### src/rtl/window_cnt_gen_if.sv
`default_nettype none
// ============================================================================
// Module      : window_cnt_gen_if
// Description : Bundle of control inputs and status outputs of the
//               window_cnt_gen counter block.
//               master : drives EN/RESTART/ONESHOT/TERM/SET_PT/CLR_PT and
//                        observes CNT/WRAP/DONE/WIN
//               slave  : the counter block itself
// Revision    : 1.0 - initial release
// ============================================================================
interface window_cnt_gen_if #(
   parameter int WIDTH = 3,
   parameter int NCH   = 1
);
   logic                  EN;
   logic                  RESTART;
   logic                  ONESHOT;
   logic [WIDTH-1:0]      TERM;
   logic [NCH*WIDTH-1:0]  SET_PT;
   logic [NCH*WIDTH-1:0]  CLR_PT;
   logic [WIDTH-1:0]      CNT;
   logic                  WRAP;
   logic                  DONE;
   logic [NCH-1:0]        WIN;

   modport master (
      output EN, RESTART, ONESHOT, TERM, SET_PT, CLR_PT,
      input  CNT, WRAP, DONE, WIN
   );

   modport slave (
      input  EN, RESTART, ONESHOT, TERM, SET_PT, CLR_PT,
      output CNT, WRAP, DONE, WIN
   );
endinterface
`default_nettype wire

### src/rtl/window_cnt_gen.sv
`default_nettype none
// ============================================================================
// Module      : window_cnt_gen
// Description : Programmable-terminal up-counter with per-channel set/clear
//               window flags, wrap strobe and one-shot completion flag.
// Ports       : CLK  - clock, rising edge
//               RST  - synchronous active-high reset
//               bus  - window_cnt_gen_if.slave
//                      EN      count enable
//                      RESTART synchronous restart (same as RST)
//                      ONESHOT 0 = free-run wrap, 1 = stop at terminal
//                      TERM    inclusive terminal count
//                      SET_PT  per-channel set points, WIDTH bits each
//                      CLR_PT  per-channel clear points, WIDTH bits each
//                      CNT     current count
//                      WRAP    one-cycle terminal strobe (registered)
//                      DONE    one-shot completion flag (registered)
//                      WIN     per-channel window flags (registered)
// Revision    : 1.0 - initial release
// ============================================================================
module window_cnt_gen #(
   parameter int WIDTH = 3,
   parameter int NCH   = 1
) (
   input  wire              CLK,
   input  wire              RST,
   window_cnt_gen_if.slave  bus
);

   localparam logic [WIDTH-1:0] c_zero = '0;
   localparam logic [WIDTH-1:0] c_one  = {{(WIDTH-1){1'b0}}, 1'b1};

   logic [WIDTH-1:0] r_cnt;
   logic             r_wrap;
   logic             r_done;
   logic [NCH-1:0]   r_win;

   logic             w_clear;
   logic             w_at_term;
   logic [NCH-1:0]   w_set_hit;
   logic [NCH-1:0]   w_clr_hit;

   assign w_clear   = RST || bus.RESTART;
   // Compare with >= so a TERM lowered below the running count still
   // terminates on the next enabled cycle instead of overflowing.
   assign w_at_term = (r_cnt >= bus.TERM);

   // -------------------------------------------------------------------------
   // Counter, wrap strobe and one-shot flag
   // -------------------------------------------------------------------------
   always_ff @(posedge CLK) begin
      if (w_clear) begin
         r_cnt  <= c_zero;
         r_wrap <= 1'b0;
         r_done <= 1'b0;
      end else if (bus.EN && !r_done) begin
         if (w_at_term) begin
            r_wrap <= 1'b1;
            if (bus.ONESHOT) begin
               // Count is frozen; DONE blocks any further wrap pulses.
               r_done <= 1'b1;
            end else begin
               r_cnt  <= c_zero;
            end
         end else begin
            r_cnt  <= r_cnt + c_one;
            r_wrap <= 1'b0;
         end
      end else begin
         r_wrap <= 1'b0;
      end
   end

   // -------------------------------------------------------------------------
   // Per-channel compare points
   // -------------------------------------------------------------------------
   for (genvar gi = 0; gi < NCH; gi++) begin : g_ch
      assign w_set_hit[gi] = (r_cnt == bus.SET_PT[gi*WIDTH +: WIDTH]);
      assign w_clr_hit[gi] = (r_cnt == bus.CLR_PT[gi*WIDTH +: WIDTH]);
   end

   // Windows track the count regardless of EN/DONE; clear beats set so a
   // channel with equal points never opens.
   always_ff @(posedge CLK) begin
      if (w_clear) begin
         r_win <= '0;
      end else begin
         for (int i = 0; i < NCH; i++) begin
            if (w_clr_hit[i]) begin
               r_win[i] <= 1'b0;
            end else if (w_set_hit[i]) begin
               r_win[i] <= 1'b1;
            end
         end
      end
   end

   assign bus.CNT  = r_cnt;
   assign bus.WRAP = r_wrap;
   assign bus.DONE = r_done;
   assign bus.WIN  = r_win;

endmodule
`default_nettype wire

### src/flat_wrapper.sv
// flat-port wrapper written by rule: the top's interface ports become plain ports
module window_cnt_gen_flat 
#(
   parameter int WIDTH = 3,
   parameter int NCH   = 1
)
  (CLK, RST, bus_EN, bus_RESTART, bus_ONESHOT, bus_TERM, bus_SET_PT, bus_CLR_PT, bus_CNT, bus_WRAP, bus_DONE, bus_WIN);
  window_cnt_gen_if #(.WIDTH(WIDTH), .NCH(NCH)) bus_i ();
  input  wire CLK;
  input  wire RST;
  input wire logic [$bits(bus_i.EN)-1:0] bus_EN;
  input wire logic [$bits(bus_i.RESTART)-1:0] bus_RESTART;
  input wire logic [$bits(bus_i.ONESHOT)-1:0] bus_ONESHOT;
  input wire logic [$bits(bus_i.TERM)-1:0] bus_TERM;
  input wire logic [$bits(bus_i.SET_PT)-1:0] bus_SET_PT;
  input wire logic [$bits(bus_i.CLR_PT)-1:0] bus_CLR_PT;
  output wire logic [$bits(bus_i.CNT)-1:0] bus_CNT;
  output wire logic [$bits(bus_i.WRAP)-1:0] bus_WRAP;
  output wire logic [$bits(bus_i.DONE)-1:0] bus_DONE;
  output wire logic [$bits(bus_i.WIN)-1:0] bus_WIN;
  assign bus_i.EN = bus_EN;
  assign bus_i.RESTART = bus_RESTART;
  assign bus_i.ONESHOT = bus_ONESHOT;
  assign bus_i.TERM = bus_TERM;
  assign bus_i.SET_PT = bus_SET_PT;
  assign bus_i.CLR_PT = bus_CLR_PT;
  assign bus_CNT = bus_i.CNT;
  assign bus_WRAP = bus_i.WRAP;
  assign bus_DONE = bus_i.DONE;
  assign bus_WIN = bus_i.WIN;
  window_cnt_gen #(.WIDTH(WIDTH), .NCH(NCH)) u_core (.CLK(CLK), .RST(RST), .bus(bus_i));
endmodule
### config.mk
export PLATFORM = sky130hd
export DESIGN_NAME = window_cnt_gen_flat
export DESIGN_NICKNAME = d
export VERILOG_FILES = /design/src/rtl/window_cnt_gen_if.sv /design/src/rtl/window_cnt_gen.sv /design/src/flat_wrapper.sv
export SDC_FILE = /design/constraint.sdc
export NUM_CORES = 1
export LEC_CHECK = 0
export CAP_MARGIN = 20
export CORE_AREA = 5 5 42 44
export CTS_CLUSTER_SIZE = 24
export DETAILED_ROUTE_END_ITERATION = 8
export DIE_AREA = 0 0 47 49
export GPL_TIMING_DRIVEN = 0
export PLACE_DENSITY = 0.65
export SLEW_MARGIN = 20
export SYNTH_ARGS = -nofsm -noshare
export SYNTH_HDL_FRONTEND = slang
export SYNTH_SLANG_ARGS = --single-unit
export TNS_END_PERCENT = 10
### constraint.sdc
create_clock -name CLK -period 2 [get_ports CLK]
set_input_delay 0.4 -clock CLK [delete_from_list [all_inputs] [get_ports CLK]]
set_output_delay 0.4 -clock CLK [all_outputs]
set_load 0.01 [all_outputs]
Word-level counts from Yosys, hierarchy flattened
Cells that the tools add are included.

Add/sub/neg operators: 1. Order comparisons: 1. Equal/unequal tests: 3. Muxes and demuxes: 3. Bitwise operators: 1. Reductions and logical operators: 7.

Operators by type and width (number): 3-bit == test (2); 3-bit two-way mux (2); 2-bit OR reduction (2); 3-bit by 1-bit adder with 3-bit output, second input constant (1); 3-bit >= comparator (1); 3-bit AND reduction (1); 2-bit != test, second input constant (1); 2-bit AND reduction (1); 1-bit logical AND (1); 1-bit logical NOT (1); 1-bit logical OR (1); 1-bit two-way mux (1); 1-bit inverter (1).

Register bits after elaboration: 6. Input port bits: 14. Output and inout port bits: 6. Word-level logic and storage cells: 20.

Logic depth before layout (Yosys ltp)
Word-level depth: 4. Gate-level depth with buffers: 6. Depth with buffers taken out: 6.

Least setup slack after synthesis
Ideal clock, no wire load.

Path kind: flip-flop to flip-flop. Start: register u_core.r_cnt[0] (netlist: u_core.bus.CNT[0]). End: register u_core.r_cnt[0] (netlist: u_core.bus.CNT[0]). Setup time: 121 ps. Arrival: 1625 ps. Data required time: 1879 ps. Slack: 255 ps. Stages on the path, launching flop included: 7. Buffers on the path: 0. Period minus slack after synthesis: 1745 ps. Cell sequence: dfxtp_1 -> inv_1 -> ha_1 -> nand2b_4 -> a2111oi_4 -> nor2_2 -> mux2_2.

Word-level cells in the longest chain between the ends: 3. Elaborated cells between the ends (all ways): 5. Classes of those cells: add/sub (1); order compare (1); eq/ne (1); mux (1); reduce/logical (1).

RTL lines: start: declaration (line window_cnt_gen.sv:33) `logic [WIDTH-1:0] r_cnt;`; start signal: assignment (line window_cnt_gen.sv:53) `r_cnt <= c_zero;`; start signal: assignment (line window_cnt_gen.sv:63) `r_cnt <= c_zero;`; start signal: assignment (line window_cnt_gen.sv:66) `r_cnt <= r_cnt + c_one;`; 3-bit >= comparator (line window_cnt_gen.sv:46) `assign w_at_term = (r_cnt >= bus.TERM);`; 2-bit != test (no source line); 2-bit AND reduction (no source line).

Several ways; a longest one is shown, not always the timed one. A chain may end at the register's enable or synchronous reset.

Final worst setup path
Start: input bus_TERM[0]. End: register u_core.r_cnt[0] (netlist: u_core.bus.CNT[0]).

Word-level cells in the longest chain between the ends: 3. Elaborated cells between the ends (all ways): 4. Classes of those cells: order compare (1); eq/ne (1); mux (1); reduce/logical (1).

RTL lines: start: declaration (line flat_wrapper.sv:14) `input wire logic [$bits(bus_i.TERM)-1:0] bus_TERM;`; 3-bit >= comparator * (line window_cnt_gen.sv:46); 2-bit != test (no source line); 2-bit AND reduction (no source line).

Every way passes the cells marked *; elsewhere a longest branch is shown, timed or not.

==> results.tsv <==
stage	metric	value	unit
status	status	complete, no violations	
synth	post-synth cell types	23	
final_layout	Sequential cell area	120	um^2
placed_design	GP Congestion	0.733	
synth	Avg Cell Area, Syn	9.86	um^2
global_routing	number of global-route vias before repair	349	
detailed_routing	wire per inst	10.8	um
cts	Post-CTS Setup Inserts	0	
floorplanning	num rows	14	
sta	Tmin final	1.81	ns
worst_setup_path	worst-path cell chain	clkdlybuf4s50_1 > ha_1 > nand2b_4 > a2111oi_4 > nor2_2 > mux2_2	
detailed_routing	initial drt markers	2	
cts	H-tree level count	1	
detailed_routing	Post-route DRC	0	
global_routing	GRT overflow	0	
detailed_routing	via count	379	
final_layout	Nets	85	
cts	root buffer cell	clkbuf_4	
synth	post-synthesis register bit count	6	
worst_setup_path	Crit-path slowest cell	clkdlybuf4s50_1	
global_routing	initial antenna violation count	0	
synth	Syn Inst Count	43	
sta	Final Slew Violations	0	
synth	Post-Syn Area	424	um^2
global_routing	Total Routing Usage GR	8.87	%
cts	clock-pin slew on the worst setup and hold paths	0.04	ns
floorplanning	core area	1400	um^2
floorplanning	Die H	49	um
floorplanning	num ports	20	
worst_setup_path	Crit. Startpoint	bus_TERM[0]	
global_routing	largest net degree at the start of global routing	8	
worst_setup_path	slowest stage delay, CP	0.46	ns
sta	final setup vio count	0	
synth	Post-Syn Nets	61	
placed_design	dpl ws	-0.0530	ns
synth	YS warnings	0	
worst_setup_path	WP data required	2.12	ns
placed_design	# port buffers	19	
worst_setup_path	Critical Path AT	1.93	ns
worst_setup_path	crit path kind	input port to register	
detailed_routing	Initial DRT Pass Iterations	2	
cts	Post-CTS Hold Buffers	0	
worst_hold_path	hold path start	u_core.bus.WIN	
final_layout	share of cells above drive strength 1	12.3	%
power	PwrDens	467	nW/um^2
sta	RSZ-0062 raised after global routing	no	
sta	Hold Slack	0.477	ns
sta	Worst Tran Pin Value	0.273	ns
final_layout	ant diodes	0	
sta	clk_skew	0.00204	ns
sta	Slew HR	81.7	%
placed_design	hpwl dp	731	um
worst_setup_path	critical path peak fanout	3	
floorplanning	Initial Util	30.3	%
final_layout	Synth-to-Final Area Change	54.9	%
cts	Max Root-Sink Buffers	2	
power	Leak	0.271	nW
final_layout	most frequent cells in the layout	clkdlybuf4s50_1 (19), dfxtp_1 (6), ha_1 (4)	
cts	clock tree from TritonCTS	built	
sta	Tcrit/Tclk final	90.4	%
sta	post-route setup slack	0.193	ns
detailed_routing	DR vias/cell	4.68	
floorplanning	Die W	47	um
synth	post-synthesis sequential area ratio	28.3	%
cts	Num CTS Buffers	3	
final_layout	Fill cells	146	
worst_setup_path	Worst path top cell family by delay	buffers and inverters	
worst_setup_path	FF-to-FF Start	u_core.bus.CNT[0]	
cts	PostCTS Resize Cnt	0	
detailed_routing	total wire length	871	um
global_routing	first-pass GRT wire length	1.46	mm
worst_setup_path	crit path buf inv count	1	
flow_run	max cap viols	0	
final_layout	commonest non-fill, non-tap cell in the layout	clkdlybuf4s50_1	
power	IR drop worst, VDD	211	uV
final_layout	area of the multi-input gates	293	um^2
worst_hold_path	worst hold path class	register to register	
sta	Hold Fails Final Rpt	0	
worst_setup_path	CP Launch Type	input port	
cts	worst skew pair latency	0.24	ns
sta	fmax	0.553	GHz
floorplanning	Die ar.	2300	um^2
detailed_routing	Routed Antenna Nets	0	
worst_setup_path	Setup crit end kind	register	
cts	clk sinks	6	
-- flip-flops by register name (all words and copies together) (netlist names) --
name             count
u_core.bus.CNT       3
u_core.bus.DONE      1
u_core.bus.WIN       1
u_core.bus.WRAP      1
-- cell families (layout without fill, tap and decap cells) --
logic type,count (synthesis),count (layout),share of synthesized area [%]
AND/OR/NAND/NOR,12,12,18.9
AO/OA/AOI/OAI,11,11,23.3
XOR/XNOR,6,6,12.4
flip-flops,6,6,28.3
adder cells (fa/ha/maj),4,4,11.8
buffers and inverters,3,25,2.65
multiplexers,1,1,2.65
-- routing by layer --
layer / global-route usage (%) / part of all wire (%) / up-vias / wire length, um
met5: 0 / 0 / - / 0
met4: 9.68 / 4.1 / 0 / 36
met3: 0.369 / 11 / 4 / 94
met2: 11.3 / 42 / 17 / 367
met1: 11.8 / 43 / 161 / 372
li1: - / - / 197 / -
-- tightest hold or removal path, cell delays in order (launching register included) --
cell	delay, ns
dfxtp_1	0.31
a31oi_1	0.04
nor2_1	0.08
-- stage by stage --
stage / cell area [um^2] / TNS (ns) / total power, mW / instances / util [%]
4_1_cts: 657 / 0 / 0.315 / 81 / 46.9
3_3_place_gp: 634 / -0.0738 / 0.203 / 78 / 45.3
3_5_place_dp: 634 / -0.0933 / 0.203 / 78 / 45.3
2_1_floorplan: 424 / 0 / 0.165 / 43 / -
5_1_grt: 657 / 0 / 0.327 / 81 / 46.9
6_report: 657 / 0 / 0.307 / 81 / 46.9
-- synth_stat cells --
| cell | count | area share, % |
|---|---|---|
| a2111oi_4 | 1 | 6.5 |
| a21o_1 | 1 | 1.8 |
| a21oi_1 | 1 | 1.2 |
| a22o_1 | 2 | 4.1 |
| a31o_1 | 1 | 2.1 |
| a31oi_1 | 2 | 2.9 |
| dfxtp_1 | 6 | 28 |
| ha_1 | 4 | 12 |
| inv_1 | 3 | 2.7 |
| mux2_2 | 1 | 2.7 |
| nand2_1 | 1 | 0.88 |
| nand2b_1 | 1 | 1.5 |
| nand2b_4 | 2 | 6.5 |
| nand3b_1 | 1 | 1.8 |
| nor2_1 | 3 | 2.7 |
| nor2_2 | 1 | 1.5 |
| nor2b_1 | 2 | 2.9 |
| nor3_1 | 1 | 1.2 |
| o21a_1 | 1 | 1.8 |
| o21ai_0 | 1 | 1.2 |
| o31ai_1 | 1 | 1.8 |
| xnor2_1 | 3 | 6.2 |
| xor2_1 | 3 | 6.2 |
-- worst paths after layout --
kind | to | slack [ns] | cells after the start
worst max-delay path | u_core.bus.CNT[0] | 0.19 | 6
worst min-delay path | u_core.bus.WIN | 0.48 | 2
worst max register to register | u_core.bus.CNT[0] | 0.22 | 6
worst min register to register | u_core.bus.WIN | 0.48 | 2
-- where the power goes --
part / switching [mW] / leakage, nW / internal [mW]
Sequential: 0.00289 / 0.0486 / 0.123
Clock: 0.0388 / 0.0138 / 0.0675
Combinational: 0.0267 / 0.209 / 0.0482
-- area by class of cell --
cell class,count,area share (%)
Timing Repair Buffer,19,29.0
Sequential cell,6,18.3
Clock buffer,3,3.43
Multi-Input combinational cell,34,44.6
Inverter,3,1.71
Tap cell,16,3.05
Power figures use the tool's default switching activity.
==> patch, RTL diff (same settings) <==
`WIDTH` is set to 3 in 3 places; all go to 5.
--- a/src/rtl/window_cnt_gen_if.sv
+++ b/src/rtl/window_cnt_gen_if.sv
@@ -9,7 +9,7 @@
 // Revision    : 1.0 - initial release
 // ============================================================================
 interface window_cnt_gen_if #(
-   parameter int WIDTH = 3,
+   parameter int WIDTH = 5,
    parameter int NCH   = 1
 );
    logic                  EN;
--- a/src/rtl/window_cnt_gen.sv
+++ b/src/rtl/window_cnt_gen.sv
@@ -19,7 +19,7 @@
 // Revision    : 1.0 - initial release
 // ============================================================================
 module window_cnt_gen #(
-   parameter int WIDTH = 3,
+   parameter int WIDTH = 5,
    parameter int NCH   = 1
 ) (
    input  wire              CLK,
--- a/src/flat_wrapper.sv
+++ b/src/flat_wrapper.sv
@@ -1,7 +1,7 @@
 // flat-port wrapper written by rule: the top's interface ports become plain ports
 module window_cnt_gen_flat 
 #(
-   parameter int WIDTH = 3,
+   parameter int WIDTH = 5,
    parameter int NCH   = 1
 )
   (CLK, RST, bus_EN, bus_RESTART, bus_ONESHOT, bus_TERM, bus_SET_PT, bus_CLR_PT, bus_CNT, bus_WRAP, bus_DONE, bus_WIN);
Ports: changed (resized bus_CLR_PT, bus_CNT, bus_SET_PT and bus_TERM); port bits go from 20 to 28. No check against the original RTL was run, so the function may have changed too.
==> patch against the original RTL <==
Clock skew shrank 0.81 ps; synthesized cell count increased by 58%; setup slack lost 120 ps; non-clock buffer count up 12; cell area is 50% higher; routed wire length up 85%; via count is 64% higher; clock power grew 20%; sequential cell count rose by 2; sequential power rose by 31%; power increased by 27%; area after synthesis increased by 46%; critical path depth increased by 2; critical path type unchanged; largest power group unchanged.
==> patch: results (changes against the original RTL) <==
placement:
  gp_congestion: 0.690  # -5.9%
  dp_slack_ps: -360  # -307 ps
  dpl_cell_area_um2: 911  # +44%
  place_hpwl_mm: 1.28  # +75%
run_status:
  outcome: "completed"
route:
  drt_iter0_drc: 1  # -1
  firstDrtPassIters: 4  # +2
global_route:
  use_met3_pct: 4.80  # +4.4 points
  grt_pass1_wl_mm: 2.30  # +58%
  grt_pass1_vias: 586  # +68%
  met2_usage_pct: 25.3  # +14 points
synth:
  ys_seq_area_share_pct: 25.8  # -2.5 points
  ys_types: 28  # +22%
  synthMuxAreaShare_pct: 0  # -2.7 points
  synth_compound_area_share_pct: 24.6  # +1.3 points
  synth-xor-area-share_pct: 14.1  # +1.7 points
  synth_nets: 94  # +54%
pwr:
  peakVddDrop_mv: 0.278  # +32%
  p_leak_nw: 0.394  # +45%
  switching_share_pct: 25.0  # +2.7 points
critical_path:
  cp-startpoint: "bus_TERM[4]"
  r2r-end: "u_core.bus.CNT[4]$_SDFFE_PP0P_"
  crit_arrival_ps: 2090  # +160 ps
  reg2reg_from: "u_core.bus.CNT[4]$_SDFFE_PP0P_"
  reg2reg_slack_ps: 150  # -70 ps
-- patch: cell types whose count changed after synthesis, moves of 3 or more --
| cell | before | now |
|---|---|---|
| nand2_1 | 1 | 7 |
| xor2_1 | 3 | 6 |
| nand3_1 | 0 | 5 |
| inv_1 | 3 | 6 |
-- patch: routing by layer --
metal  wire length (µm)  vias up  share of wire (%)
li1                   -      318                  -
met1                604      275                 38
met2                814       22                 51
met3                149        5                9.3
met4                 39        0                2.4
met5                  0        -                  0
-- patch: power groups by stage --
stage	clock network, W	registers [W]	logic [W]
3_5_place_dp	0	0.000168	0.0000916
6_report	0.000127	0.000165	0.0000986
5_1_grt	0.000140	0.000166	0.000107
3_3_place_gp	0	0.000168	0.0000896
2_1_floorplan	0	0.000169	0.0000401
4_1_cts	0.000130	0.000165	0.0000964
-- patch: kinds of logic after synthesis --
kind of cell	after synthesis
fa+ha+maj	6
xor+xnor	10
buf+inv	7
compound gates	15
flops	8
simple gates	22
-- patch: through the flow --
step	cells	hold WS [ps]	TNS [ps]	util, %
5_1_grt	117	520	0	70.1
3_5_place_dp	111	478	-1480	65.0
6_report	117	484	0	70.1
3_3_place_gp	111	471	-1340	65.0
4_1_cts	116	490	0	68.6
2_1_floorplan	68	523	0	-
-- patch: how the worst min path moves through the flow --
| stage | from | to | slack, ps | cells past startpoint |
|---|---|---|---|---|
| after floorplan | u_core.bus.DONE$_SDFFE_PP0P_ | u_core.bus.DONE$_SDFFE_PP0P_ | 520 | 1 |
| after global placement | u_core.bus.DONE$_SDFFE_PP0P_ | u_core.bus.DONE$_SDFFE_PP0P_ | 470 | 1 |
| after detailed placement | u_core.bus.DONE$_SDFFE_PP0P_ | u_core.bus.DONE$_SDFFE_PP0P_ | 480 | 1 |
| after CTS | u_core.bus.DONE$_SDFFE_PP0P_ | u_core.bus.DONE$_SDFFE_PP0P_ | 490 | 1 |
| after global routing | u_core.bus.DONE$_SDFFE_PP0P_ | u_core.bus.DONE$_SDFFE_PP0P_ | 520 | 1 |
| final | u_core.bus.DONE$_SDFFE_PP0P_ | u_core.bus.DONE$_SDFFE_PP0P_ | 480 | 1 |
-- patch: repair_timing --
item | in CTS | in global routing
pin swaps | 2 | 4
buffers inserted | 2 | 1
endpoints found under the setup margin | 3 | 3
gates resized for setup | 1 | 2
-- patch: final cells by class --
cell class                 instances  area, µm²
multi-input combinational         53        459
fill                             119        419
timing repair buffer              30        293
sequential                         8        161
clock buffer                       3       22.5
inverter                           6       22.5
tap                               16       20.0
buffer                             1       3.75
